===== config.mk =====
export PLATFORM = sky130hd
export DESIGN_NAME = bpsk_bit_framer
export DESIGN_NICKNAME = d
export VERILOG_FILES = /design/src/rtl/bpsk_bit_framer.sv
export SDC_FILE = /design/constraint.sdc
export NUM_CORES = 1
export LEC_CHECK = 0
export BUFFER_PORTS_ARGS = -buffer_cell sky130_fd_sc_hd__buf_4
export CAP_MARGIN = 40
export CORE_ASPECT_RATIO = 1.2
export CORE_UTILIZATION = 52
export CTS_BUF_LIST = sky130_fd_sc_hd__clkbuf_4 sky130_fd_sc_hd__clkbuf_8
export CTS_CLUSTER_DIAMETER = 50
export CTS_CLUSTER_SIZE = 40
export DETAILED_ROUTE_END_ITERATION = 8
export HOLD_SLACK_MARGIN = 0.08
export PLACE_DENSITY_LB_ADDON = 0.15
export SETUP_SLACK_MARGIN = 0.1
export SLEW_MARGIN = 20
export SYNTH_ARGS = -nofsm -noshare
export SYNTH_HDL_FRONTEND = slang
export SYNTH_SLANG_ARGS = --single-unit
export TNS_END_PERCENT = 5

===== constraint.sdc =====
create_clock -name clk -period 3.75 [get_ports clk]
set_clock_uncertainty 0.15 [all_clocks]
set_input_delay 0.75 -clock clk [delete_from_list [all_inputs] [get_ports clk]]
set_output_delay 0.75 -clock clk [all_outputs]
set_load 0.02 [all_outputs]

===== src/rtl/bpsk_bit_framer.sv =====
// Byte FIFO plus preamble/payload framer driving the 1-bit BPSK phase select line.
// Latency: first preamble bit at the first carrier boundary at least one edge after a push into an empty idle FIFO.
// Backpressure: in_ready = !full from registered occupancy; in_valid while !in_ready is ignored.

module bpsk_byte_fifo #(
  parameter int WIDTH = 9,
  parameter int DEPTH = 4
) (
  input  logic             clk,
  input  logic             rst,
  input  logic             wr_vld,
  output logic             wr_rdy,
  input  logic [WIDTH-1:0] wr_dat,
  input  logic             rd_rdy,
  output logic             rd_vld,
  output logic [WIDTH-1:0] rd_dat
);
  localparam int AW = $clog2(DEPTH);
  localparam int CW = AW + 1;

  logic [WIDTH-1:0] mem [DEPTH];
  logic [AW-1:0]    wr_ptr;
  logic [AW-1:0]    rd_ptr;
  logic [CW-1:0]    count;
  logic             do_push;
  logic             do_pop;

  assign wr_rdy  = (count != CW'(DEPTH));
  assign rd_vld  = (count != '0);
  assign do_push = wr_vld && wr_rdy;
  assign do_pop  = rd_rdy && rd_vld;
  assign rd_dat  = mem[rd_ptr];

  // Pointer and occupancy bookkeeping; simultaneous push and pop leave count unchanged.
  always_ff @(posedge clk or posedge rst) begin
    if (rst) begin
      wr_ptr <= '0;
      rd_ptr <= '0;
      count  <= '0;
    end else begin
      if (do_push) wr_ptr <= wr_ptr + 1'b1;
      if (do_pop)  rd_ptr <= rd_ptr + 1'b1;
      case ({do_push, do_pop})
        2'b10:   count <= count + 1'b1;
        2'b01:   count <= count - 1'b1;
        default: count <= count;
      endcase
    end
  end

  // Storage array; contents need no reset because occupancy gates every read.
  always_ff @(posedge clk) begin
    if (do_push) mem[wr_ptr] <= wr_dat;
  end
endmodule

module bpsk_bit_framer #(
  parameter int          SAMPLES_PER_BIT = 20,
  parameter int          PREAMBLE_LEN    = 16,
  parameter logic [31:0] PREAMBLE        = 32'hAAAA,
  parameter int          FIFO_DEPTH      = 4
) (
  input  logic       clk,
  input  logic       rst,
  input  logic [7:0] in_byte,
  input  logic       in_last,
  input  logic       in_valid,
  output logic       in_ready,
  output logic       data,
  output logic       sym_strobe,
  output logic       tx_active,
  output logic       frame_done,
  output logic       underrun
);
  localparam int               CNT_W        = $clog2(SAMPLES_PER_BIT);
  localparam logic [CNT_W-1:0] CNT_MAX      = CNT_W'(SAMPLES_PER_BIT - 1);
  // Preamble left-justified so the first bit to send always sits in bit 31.
  localparam logic [31:0]      PRE_ALIGNED  = PREAMBLE << (32 - PREAMBLE_LEN);
  localparam logic [4:0]       PRE_LAST_IDX = 5'(PREAMBLE_LEN - 1);

  typedef enum logic [1:0] {S_IDLE, S_PRE, S_DATA} state_t;

  state_t           state, state_nxt;
  logic [CNT_W-1:0] cnt;
  logic             boundary;
  logic [4:0]       bit_cnt, bit_nxt;
  logic [31:0]      sh, sh_nxt;
  logic             last_q, last_nxt;
  logic             fifo_pop;
  logic             fifo_vld;
  logic [8:0]       fifo_dat;
  logic             sym_nxt;
  logic             done_nxt;
  logic             urun_nxt;

  bpsk_byte_fifo #(
    .WIDTH (9),
    .DEPTH (FIFO_DEPTH)
  ) u_fifo (
    .clk    (clk),
    .rst    (rst),
    .wr_vld (in_valid),
    .wr_rdy (in_ready),
    .wr_dat ({in_last, in_byte}),
    .rd_rdy (fifo_pop),
    .rd_vld (fifo_vld),
    .rd_dat (fifo_dat)
  );

  assign boundary  = (cnt == CNT_MAX);
  // The shift register is cleared whenever the framer is idle, so its MSB is the line itself.
  assign data      = sh[31];
  assign tx_active = (state != S_IDLE);

  // Free-running carrier phase counter, independent of framer state.
  always_ff @(posedge clk or posedge rst) begin
    if (rst) cnt <= '0;
    else     cnt <= boundary ? '0 : cnt + 1'b1;
  end

  // Framer state register and registered status pulses.
  always_ff @(posedge clk or posedge rst) begin
    if (rst) begin
      state      <= S_IDLE;
      bit_cnt    <= '0;
      sh         <= '0;
      last_q     <= 1'b0;
      sym_strobe <= 1'b0;
      frame_done <= 1'b0;
      underrun   <= 1'b0;
    end else begin
      state      <= state_nxt;
      bit_cnt    <= bit_nxt;
      sh         <= sh_nxt;
      last_q     <= last_nxt;
      sym_strobe <= sym_nxt;
      frame_done <= done_nxt;
      underrun   <= urun_nxt;
    end
  end

  // Next-state logic; nothing moves except on a carrier boundary.
  always_comb begin
    state_nxt = state;
    bit_nxt   = bit_cnt;
    sh_nxt    = sh;
    last_nxt  = last_q;
    fifo_pop  = 1'b0;
    done_nxt  = 1'b0;
    urun_nxt  = 1'b0;
    if (boundary) begin
      case (state)
        S_IDLE: begin
          sh_nxt = '0;
          if (fifo_vld) begin
            state_nxt = S_PRE;
            bit_nxt   = PRE_LAST_IDX;
            sh_nxt    = PRE_ALIGNED;
          end
        end
        S_PRE: begin
          if (bit_cnt == 5'd0) begin
            // The byte that opened the frame is still queued, so a pop is always valid here.
            state_nxt = S_DATA;
            fifo_pop  = 1'b1;
            bit_nxt   = 5'd7;
            sh_nxt    = {fifo_dat[7:0], 24'h0};
            last_nxt  = fifo_dat[8];
          end else begin
            bit_nxt = bit_cnt - 5'd1;
            sh_nxt  = {sh[30:0], 1'b0};
          end
        end
        S_DATA: begin
          if (bit_cnt == 5'd0) begin
            if (last_q) begin
              state_nxt = S_IDLE;
              sh_nxt    = '0;
              done_nxt  = 1'b1;
            end else if (fifo_vld) begin
              fifo_pop = 1'b1;
              bit_nxt  = 5'd7;
              sh_nxt   = {fifo_dat[7:0], 24'h0};
              last_nxt = fifo_dat[8];
            end else begin
              state_nxt = S_IDLE;
              sh_nxt    = '0;
              urun_nxt  = 1'b1;
            end
          end else begin
            bit_nxt = bit_cnt - 5'd1;
            sh_nxt  = {sh[30:0], 1'b0};
          end
        end
        default: begin
          state_nxt = S_IDLE;
          sh_nxt    = '0;
        end
      endcase
    end
    sym_nxt = boundary && (state_nxt != S_IDLE);
  end
endmodule

Word level (Yosys, flattened, before mapping) --
Memory sizes are Yosys's and may differ from the RTL's. Cells that the tools add are included.
Storage, ports and cells: bits in read-only memories 0, RAM bits 36, input bits 12, memories 1, register bits 55, bits in latches 0, output and inout bits 6
Cells by class: magnitude comparators 0, div/mod/pow operators 0, shift-type cells 0, $add $sub $neg 6, muxes and demuxes 43, $mul 0, reductions and logical operators 13, equality and inequality tests 11, bitwise gates (word level) 0
Memories:
- u_fifo.mem | words 4, bits a word 9, rd ports 1, clocked after Yosys merged registers in 0, write ports 1, line 21 | logic [WIDTH-1:0] mem [DEPTH];
Operator list (number):
- two-way mux 32 bit | 5
- one-hot mux 32 bit (3 select lines) | 1
- two-way mux 5 bit | 6
- two-way mux 1 bit | 20
- one-hot mux 5 bit (3 select lines) | 1
- two-way mux 2 bit | 6
- nonzero test 2 bit | 4
- != test 3 bit (second input constant) | 2
- one-hot mux 2 bit (3 select lines) | 1
- one-hot mux 3 bit (2 select lines) | 1
- nonzero test 3 bit | 2
- adder 5 x 1 -> 5 bit (second input constant) | 1
- equality test 5 bit (second input constant) | 1
- logical NOT 5 bit | 1
- AND reduction 5 bit | 1
- subtractor 5 x 1 -> 5 bit (second input constant) | 1
- adder 2 x 1 -> 2 bit (second input constant) | 2
- equality test 2 x 1 -> 1 bit (second input constant) | 2
- equality test 2 bit (second input constant) | 2
- != test 2 bit (second input constant) | 2
- one-hot mux 1 bit (2 select lines) | 2
- AND reduction 4 bit | 1
- adder 3 x 1 -> 3 bit (second input constant) | 1
- logical AND 1 bit | 3
- other kinds (4) | 4

Longest topological paths before layout --
Gate-level depths: netlist (run 1).
depth in word-level cells 9, gate-level depth with buffers 12, depth with buffers taken out 11

Modules after synthesis --
Synthesis (run 1) repeated with hierarchy kept, for this count alone.
Unflattened totals: cells, all modules 253, area total of the unflattened synthesis 3347.0 um2
Modules (own cells, without submodules):
- bpsk_byte_fifo | instances 1, cells an instance 85, area an instance 1729.2 um2
- bpsk_bit_framer | instances 1, cells an instance 168, area an instance 1617.8 um2

Least setup slack after synthesis (run 1) --
OpenSTA, ideal clock, no wires.
path type register to register, from reg bit_cnt[0], to reg u_fifo.count[2], path slack 1.004 ns, arrival time 2.517 ns, stages on the path, launching flop included 13, required time 3.521 ns, path buffers 1, clock period less this slack 2.746 ns, cells stage by stage dfrtp_1 inv_1 ha_1 nor4b_1 buf_2 nand2_1 nor3_1 ha_1 inv_1 fa_1 xor2_1 nor2_1 xor2_1
Between the ends: word-level cells in the longest chain between the ends 7
RTL lines:
- from (decl) | line 86 | logic [4:0] bit_cnt, bit_nxt;
- from (signal assigned) | line 133 | bit_cnt <= bit_nxt;
- logical NOT 5 bit (*) | line 162, 175
- two-way mux 1 bit, on equally long branches | line 175, 162
- one-hot mux 1 bit (2 select lines) (*) | line 152 | case (state)
- two-way mux 1 bit (*) | line 151 | if (boundary) begin
- logical AND 1 bit (*) | line 31 | assign do_pop = rd_rdy && rd_vld;
- net u_fifo.do_pop | line 26 | logic do_pop;
- equality test 2 x 1 -> 1 bit or equality test 2 bit (tied branches) | line 43 | case ({do_push, do_pop})
- one-hot mux 3 bit (2 select lines) or nonzero test 2 bit (tied branches)
- to (signal assigned) | line 44 | 2'b10: count <= count + 1'b1;
- to (signal assigned) | line 45 | 2'b01: count <= count - 1'b1;
- to (signal assigned) | line 46 | default: count <= count;
- to (decl) | line 24 | logic [CW-1:0] count;
Mark *: on every way through the listed nets, which the timed path passes. The rest lies on a longest branch. A chain may end at the register's enable or synchronous reset.

Worst setup path in the final report (run 1) --
Same ends and word-level chain as after synthesis.

==> impl_metrics.env, run 1 <==
export IMPL_period_share_pct=79.5
export IMPL_port_buffers=17
export IMPL_end_kind="flip-flop"
export IMPL_slowest_stage="nor4b_1"
export IMPL_wl_microns=5560
export IMPL_hold_viol_final=0
export IMPL_hp_class="primary input to asynchronous set/reset pin"
export IMPL_slew_viol_final=0
export IMPL_post_drt_wl_per_cell_microns=15.5
export IMPL_cp_cell_sequence="inv_1 > ha_1 > nor4b_1 > nand2_1 > nor3_1 > ha_1 > inv_1 > fa_1 > xor2_1 > nor2_1 > xor2_1"
export IMPL_final_cells=359
export IMPL_peakVddDrop_uv=370
export IMPL_final_cell_mix="dfrtp_1, edfxtp_1, buf_4, inv_1, nand2_1"
export IMPL_nFillCells=492
export IMPL_power_leakage_nw=1.55
export IMPL_ys_top_cells_by_area="edfxtp_1, dfrtp_1, mux4_2"
export IMPL_clk_latency_ns=0.34
export IMPL_yosysUniqueCellTypes=52
export IMPL_dp_hpwl_microns=3850
export IMPL_core_sq_mm=0.00613
export IMPL_gp_congestion=0.808
export IMPL_synth_seq_cells=74
export IMPL_die_w_microns=75.4
export IMPL_synth_edff_count=36
export IMPL_ant_nets=0
export IMPL_critPathKind="flip-flop to flip-flop"
export IMPL_worst_pin_slew_ns=0.613
export IMPL_tritoncts="built"
export IMPL_cap_violations=0
export IMPL_setup_ws_ns=0.770
export IMPL_via_per_inst=5.56
export IMPL_io_pin_count=18
export IMPL_final_period_minus_worst_setup_slack_ns=2.98
export IMPL_rsz0062_at_grt="no"
export IMPL_cp_buffers_inverters=2
export IMPL_power_density_mw_per_mm2=612
export IMPL_seq_area_frac_synth_pct=60.4
export IMPL_syn_inst=249
export IMPL_slowest_delay_ns=0.44
export IMPL_grt_overflow=0
export IMPL_layout_commonest_cell="dfrtp_1"
export IMPL_yosysTopAreaCellShare_pct=32.1
export IMPL_cp_required_ns=3.87
export IMPL_cts_sinks=74
export IMPL_start_util_pct=54.9
export IMPL_die_area_sq_mm=0.00680
export IMPL_hold_slack_ns=0.237
export IMPL_die_h_microns=90.1
export IMPL_holdBufCountCts=0
export IMPL_synth_area_leader_cell="edfxtp_1"
export IMPL_dp_cells=343
export IMPL_fp_row_count=31
export IMPL_cts_setup_buffers=0
export IMPL_grt_pass1_wl_microns=9230
export IMPL_preCtsSetupSlack_ns=0.766
export IMPL_cts_clk_slew_worst_paths_ns=0.08
export IMPL_drcViolationCount=0
export IMPL_clockBufferDepth=2
export IMPL_numCtsBuffers=9
export IMPL_grt_max_degree=22
export IMPL_status="complete, no violations"
export IMPL_start_kind="flip-flop"
export IMPL_grt_pass1_vias=1909
export IMPL_slew_headroom_pct=59.1
export IMPL_syn_nets=274
export IMPL_yosysWarnings=0
export IMPL_vias=1996
export IMPL_multi_input_comb_area_sq_mm=0.00118
export IMPL_track_usage_pct=18.5
export IMPL_critPathTopFamily="simple AND/OR/NAND/NOR gates"
export IMPL_synth_flop_cell="dfrtp_1"
export IMPL_antenna_cells=0
export IMPL_syn_area_per_cell_sq_um=13.5
export IMPL_seq_area_sq_mm=0.00203
export IMPL_drtPass1Iterations=4
export IMPL_fin_nets=297
export IMPL_syn_to_final_growth_pct=12.5
export IMPL_grt_antenna_before_repair=0
export IMPL_root_buffer="clkbuf_8"
export IMPL_cp_max_fo=4
export IMPL_fin_setup_tns_ns=0
export IMPL_drive_above_1_share_pct=22.0
export IMPL_setup_violations=0
export IMPL_cts_resized=0
export IMPL_fmax_mhz=336
export IMPL_async_flop_share_pct=51.4
export IMPL_synth_area_sq_mm=0.00337
export IMPL_drtIter0Drc=151
export IMPL_cp_arrival_ns=3.10
export IMPL_htreeDepth=3
## cell type report
class	count	area share [%]
Timing Repair Buffer	25	5.16
Clock inverter	7	2.05
Multi-Input combinational cell	143	31.3
Tap cell	82	2.71
Sequential cell	74	53.7
Inverter	19	1.88
Clock buffer	9	3.27
## report_power, final
group	total [mW]	internal [mW]	leakage [nW]	switching, mW
clock	0.619	0.313	0.100	0.306
sequential	1.17	1.06	0.794	0.112
combinational	0.525	0.240	0.654	0.286
total	2.32	1.61	1.55	0.704
## synth_stat cells, drive strengths merged, types with 2 or more instances
library cell / count
a21o: 3
a21oi: 6
a221o: 4
a221oi: 4
a22o: 5
a22oi: 3
a31oi: 2
and3: 4
buf: 8
clkbuf: 5
dfrtp: 38
edfxtp: 36
ha: 12
inv: 19
mux2: 3
mux4: 9
nand2: 14
nand2b: 3
nand3: 9
nor2: 11
nor3: 7
nor4: 2
nor4b: 2
o211ai: 3
o21a: 2
o21ai: 10
or3: 2
xnor2: 4
xor2: 4
## kinds of logic after synthesis
logic type	Yosys count	synth area share (%)
adder cells (fa/ha/maj)	13	5.06
multiplexers	13	7.32
AND/OR/NAND/NOR	62	10.0
XOR/XNOR	8	2.08
AO/OA/AOI/OAI	47	10.7
buffers and inverters	32	4.46
flip-flops	74	60.4
## sequential cells by signal, indices dropped and copies added (netlist names)
name	flops
frame_done	1
u_fifo.wr_ptr	2
u_fifo.count	3
bit_cnt	5
sh	15
u_fifo.rd_ptr	2
last_q	1
sym_strobe	1
underrun	1
state	2
cnt	5
u_fifo.mem	36
## metrics by stage
stage          area (sq um)  util (%)  power [mW]
2_1_floorplan          3370         -        1.56
3_3_place_gp           3570      58.2        1.71
3_5_place_dp           3580      58.5        1.72
4_1_cts                3790      61.8        2.34
5_1_grt                3790      61.8        2.47
6_report               3790      61.8        2.32
## per-layer routing
layer	vias to the layer above	GRT usage, %	routed length (microns)
li1	972	-	-
met2	23	28.2	2710
met1	994	25.4	2660
met4	0	7.41	77
met3	7	4.60	114
met5	-	0	0
## final timing paths
check                                       start                          end  slack (ns)  cells after the start
max                        bit_cnt[0]$_DFFE_PP0P_  u_fifo.count[2]$_DFFE_PP0P_        0.77                     11
min                                           rst  u_fifo.count[0]$_DFFE_PP0P_        0.24                      2
max reg2reg                bit_cnt[0]$_DFFE_PP0P_  u_fifo.count[2]$_DFFE_PP0P_        0.77                     11
min reg2reg                      cnt[0]$_DFF_PP0_             cnt[0]$_DFF_PP0_        0.31                      1
max in group asynchronous                     rst           sh[23]$_DFFE_PP0N_        2.64                      3
min in group clk                 cnt[0]$_DFF_PP0_             cnt[0]$_DFF_PP0_        0.31                      1
No activity file was read; power rests on OpenSTA's default activity.
==> inputs of run 2 (changes only) <==
clock period = 2.6 ns   (was 3.75 ns; I/O delays follow)
==> run 2 against run 1 <==
Die area unchanged. Clock power increased by 30%. Design area increased by 3.2%. Critical path depth unchanged. Worst setup slack got worse by 0.57 ns.
==> impl_metrics.env, run 2 (synthesis gave the netlist of run 1 again) <==
export IMPL_grt_antenna_before_repair=0
export IMPL_layout_commonest_cell="dfrtp_1"
export IMPL_preCtsSetupSlack_ns=-0.00919
export IMPL_dp_hpwl_microns=3870
export IMPL_hp_class="primary input to asynchronous set/reset pin"
export IMPL_ant_nets=0
export IMPL_setup_ws_ns=0.195
export IMPL_start_kind="flip-flop"
export IMPL_grt_pass1_wl_microns=9390
export IMPL_reg2reg_to="u_fifo.count[2]$_DFFE_PP0P_"
export IMPL_power_density_mw_per_mm2=860
export IMPL_critPathKind="flip-flop to flip-flop"
export IMPL_period_share_pct=92.5
export IMPL_end_kind="flip-flop"
export IMPL_dp_cells=347
export IMPL_holdBufCountCts=0
export IMPL_fp_row_count=31
export IMPL_io_pin_count=18
export IMPL_vias=2039
export IMPL_grt_pass1_vias=1950
export IMPL_clk_latency_ns=0.35
export IMPL_grt_max_degree=39
export IMPL_core_sq_mm=0.00613
export IMPL_slew_headroom_pct=66.4
export IMPL_seq_area_sq_mm=0.00203
export IMPL_slew_viol_final=0
export IMPL_die_w_microns=75.4
export IMPL_final_cell_mix="dfrtp_1, buf_4, edfxtp_1, inv_1, nand2_1"
export IMPL_via_per_inst=5.51
export IMPL_status="complete, no violations"
export IMPL_root_buffer="clkbuf_8"
export IMPL_peakVddDrop_uv=578
export IMPL_slowest_stage="dfrtp_1"
export IMPL_fmax_mhz=416
export IMPL_rsz0062_at_grt="yes"
export IMPL_slowest_delay_ns=0.42
export IMPL_final_cells=370
export IMPL_tritoncts="built"
export IMPL_cts_clk_slew_worst_paths_ns=0.08
export IMPL_critPathTopFamily="adder cells"
export IMPL_cp_max_fo=4
export IMPL_track_usage_pct=18.8
export IMPL_worst_pin_slew_ns=0.504
export IMPL_reg2reg_slack_ns=0.20
export IMPL_clockBufferDepth=2
export IMPL_drive_above_1_share_pct=28.8
export IMPL_start_util_pct=54.9
export IMPL_setup_violations=0
export IMPL_fin_nets=308
export IMPL_grt_overflow=0
export IMPL_regMostFlops="u_fifo.mem"
export IMPL_die_h_microns=90.1
export IMPL_numCtsBuffers=9
export IMPL_wl_microns=5740
export IMPL_cts_sinks=74
export IMPL_biggestRegsByFlops="u_fifo.mem: 36 flops, sh: 15 flops"
export IMPL_final_period_minus_worst_setup_slack_ns=2.40
export IMPL_port_buffers=17
export IMPL_drtPass1Iterations=4
export IMPL_power_leakage_nw=1.59
export IMPL_htreeDepth=3
export IMPL_antenna_cells=0
export IMPL_hold_viol_final=0
export IMPL_timing_rr_start="state[0]$_DFF_PP0_"
export IMPL_multi_input_comb_area_sq_mm=0.00125
export IMPL_total_power_mw=3.36
export IMPL_drcViolationCount=0
export IMPL_cp_buffers_inverters=2
export IMPL_rr_worst_depth=11
export IMPL_cap_violations=0
export IMPL_die_area_sq_mm=0.00680
export IMPL_cp_cell_sequence="inv_1 > ha_1 > and2b_2 > o21ai_2 > nor3_4 > ha_2 > inv_1 > fa_2 > xor2_1 > nor2_1 > xor2_1"
export IMPL_syn_to_final_growth_pct=16.1
export IMPL_cp_required_ns=2.72
export IMPL_gp_congestion=0.772
export IMPL_largest_reg_flops=36
export IMPL_nFillCells=504
export IMPL_fin_setup_tns_ns=0
export IMPL_cp_arrival_ns=2.53
export IMPL_post_drt_wl_per_cell_microns=15.5
export IMPL_fin_util_pct=63.7
export IMPL_drtIter0Drc=119
-- run 2: cell types whose count changed in the layout (fill, tap and decap cells not counted), sizes merged --
cell,change
buf,+11
bufinv,-1
inv,-1
clkinv,+2
-- run 2: final cells by class --
| class | count | share of cell area, % |
|---|---|---|
| Sequential cell | 74 | 52.0 |
| Multi-Input combinational cell | 143 | 32.0 |
| Timing Repair Buffer | 36 | 6.92 |
| Clock buffer | 9 | 3.17 |
| Tap cell | 82 | 2.63 |
| Inverter | 19 | 1.83 |
| Clock inverter | 7 | 1.41 |
-- run 2: repair_timing --
action,in CTS,in global routing
gates cloned,0,0
buffers inserted,4,3
resized for setup,4,6
endpoints found under the setup margin,1,2
pin swaps,2,6
-- run 2: per-stage QoR --
step	area (sq um)	hold WS [ns]
after floorplan	3400	0.288
after global placement	3630	0.298
after detailed placement	3630	0.312
after CTS	3860	0.150
after global routing	3910	0.191
final	3910	0.131
-- run 2: how the worst max path moves through the flow --
stage | endpoint | depth (start not counted) | slack (ns) | start
after floorplan | u_fifo.count[2]$_DFFE_PP0P_ | 12 | 0.10 | state[0]$_DFF_PP0_
after global placement | u_fifo.count[2]$_DFFE_PP0P_ | 10 | 0.08 | cnt[0]$_DFF_PP0_
after detailed placement | u_fifo.count[2]$_DFFE_PP0P_ | 10 | -0.009 | cnt[0]$_DFF_PP0_
after CTS | u_fifo.count[2]$_DFFE_PP0P_ | 11 | 0.11 | bit_cnt[1]$_DFFE_PP0P_
after global routing | u_fifo.count[2]$_DFFE_PP0P_ | 11 | 0.04 | bit_cnt[1]$_DFFE_PP0P_
final | u_fifo.count[2]$_DFFE_PP0P_ | 11 | 0.20 | state[0]$_DFF_PP0_
-- run 2: metal layers --
layer	track usage [%]	wire length, microns	vias to the layer above
met2	29.4	2900	38
met4	6.79	54	0
li1	-	-	991
met3	4.37	206	7
met5	0	0	-
met1	25.6	2580	1003
-- run 2: worst register-to-register path: stages, from the launching register on --
cell and delay, ns:
dfrtp_1 0.42, inv_1 0.10, ha_1 0.16, and2b_2 0.20, o21ai_2 0.09, nor3_4 0.20, ha_2 0.22, inv_1 0.05
fa_2 0.33, xor2_1 0.15, nor2_1 0.12, xor2_1 0.15
-- run 2: report_power, final --
group | switching [mW] | internal [mW] | leakage [nW]
logic | 0.459 | 0.404 | 0.706
clock network | 0.448 | 0.354 | 0.0911
registers | 0.162 | 1.53 | 0.794
total | 1.07 | 2.29 | 1.59
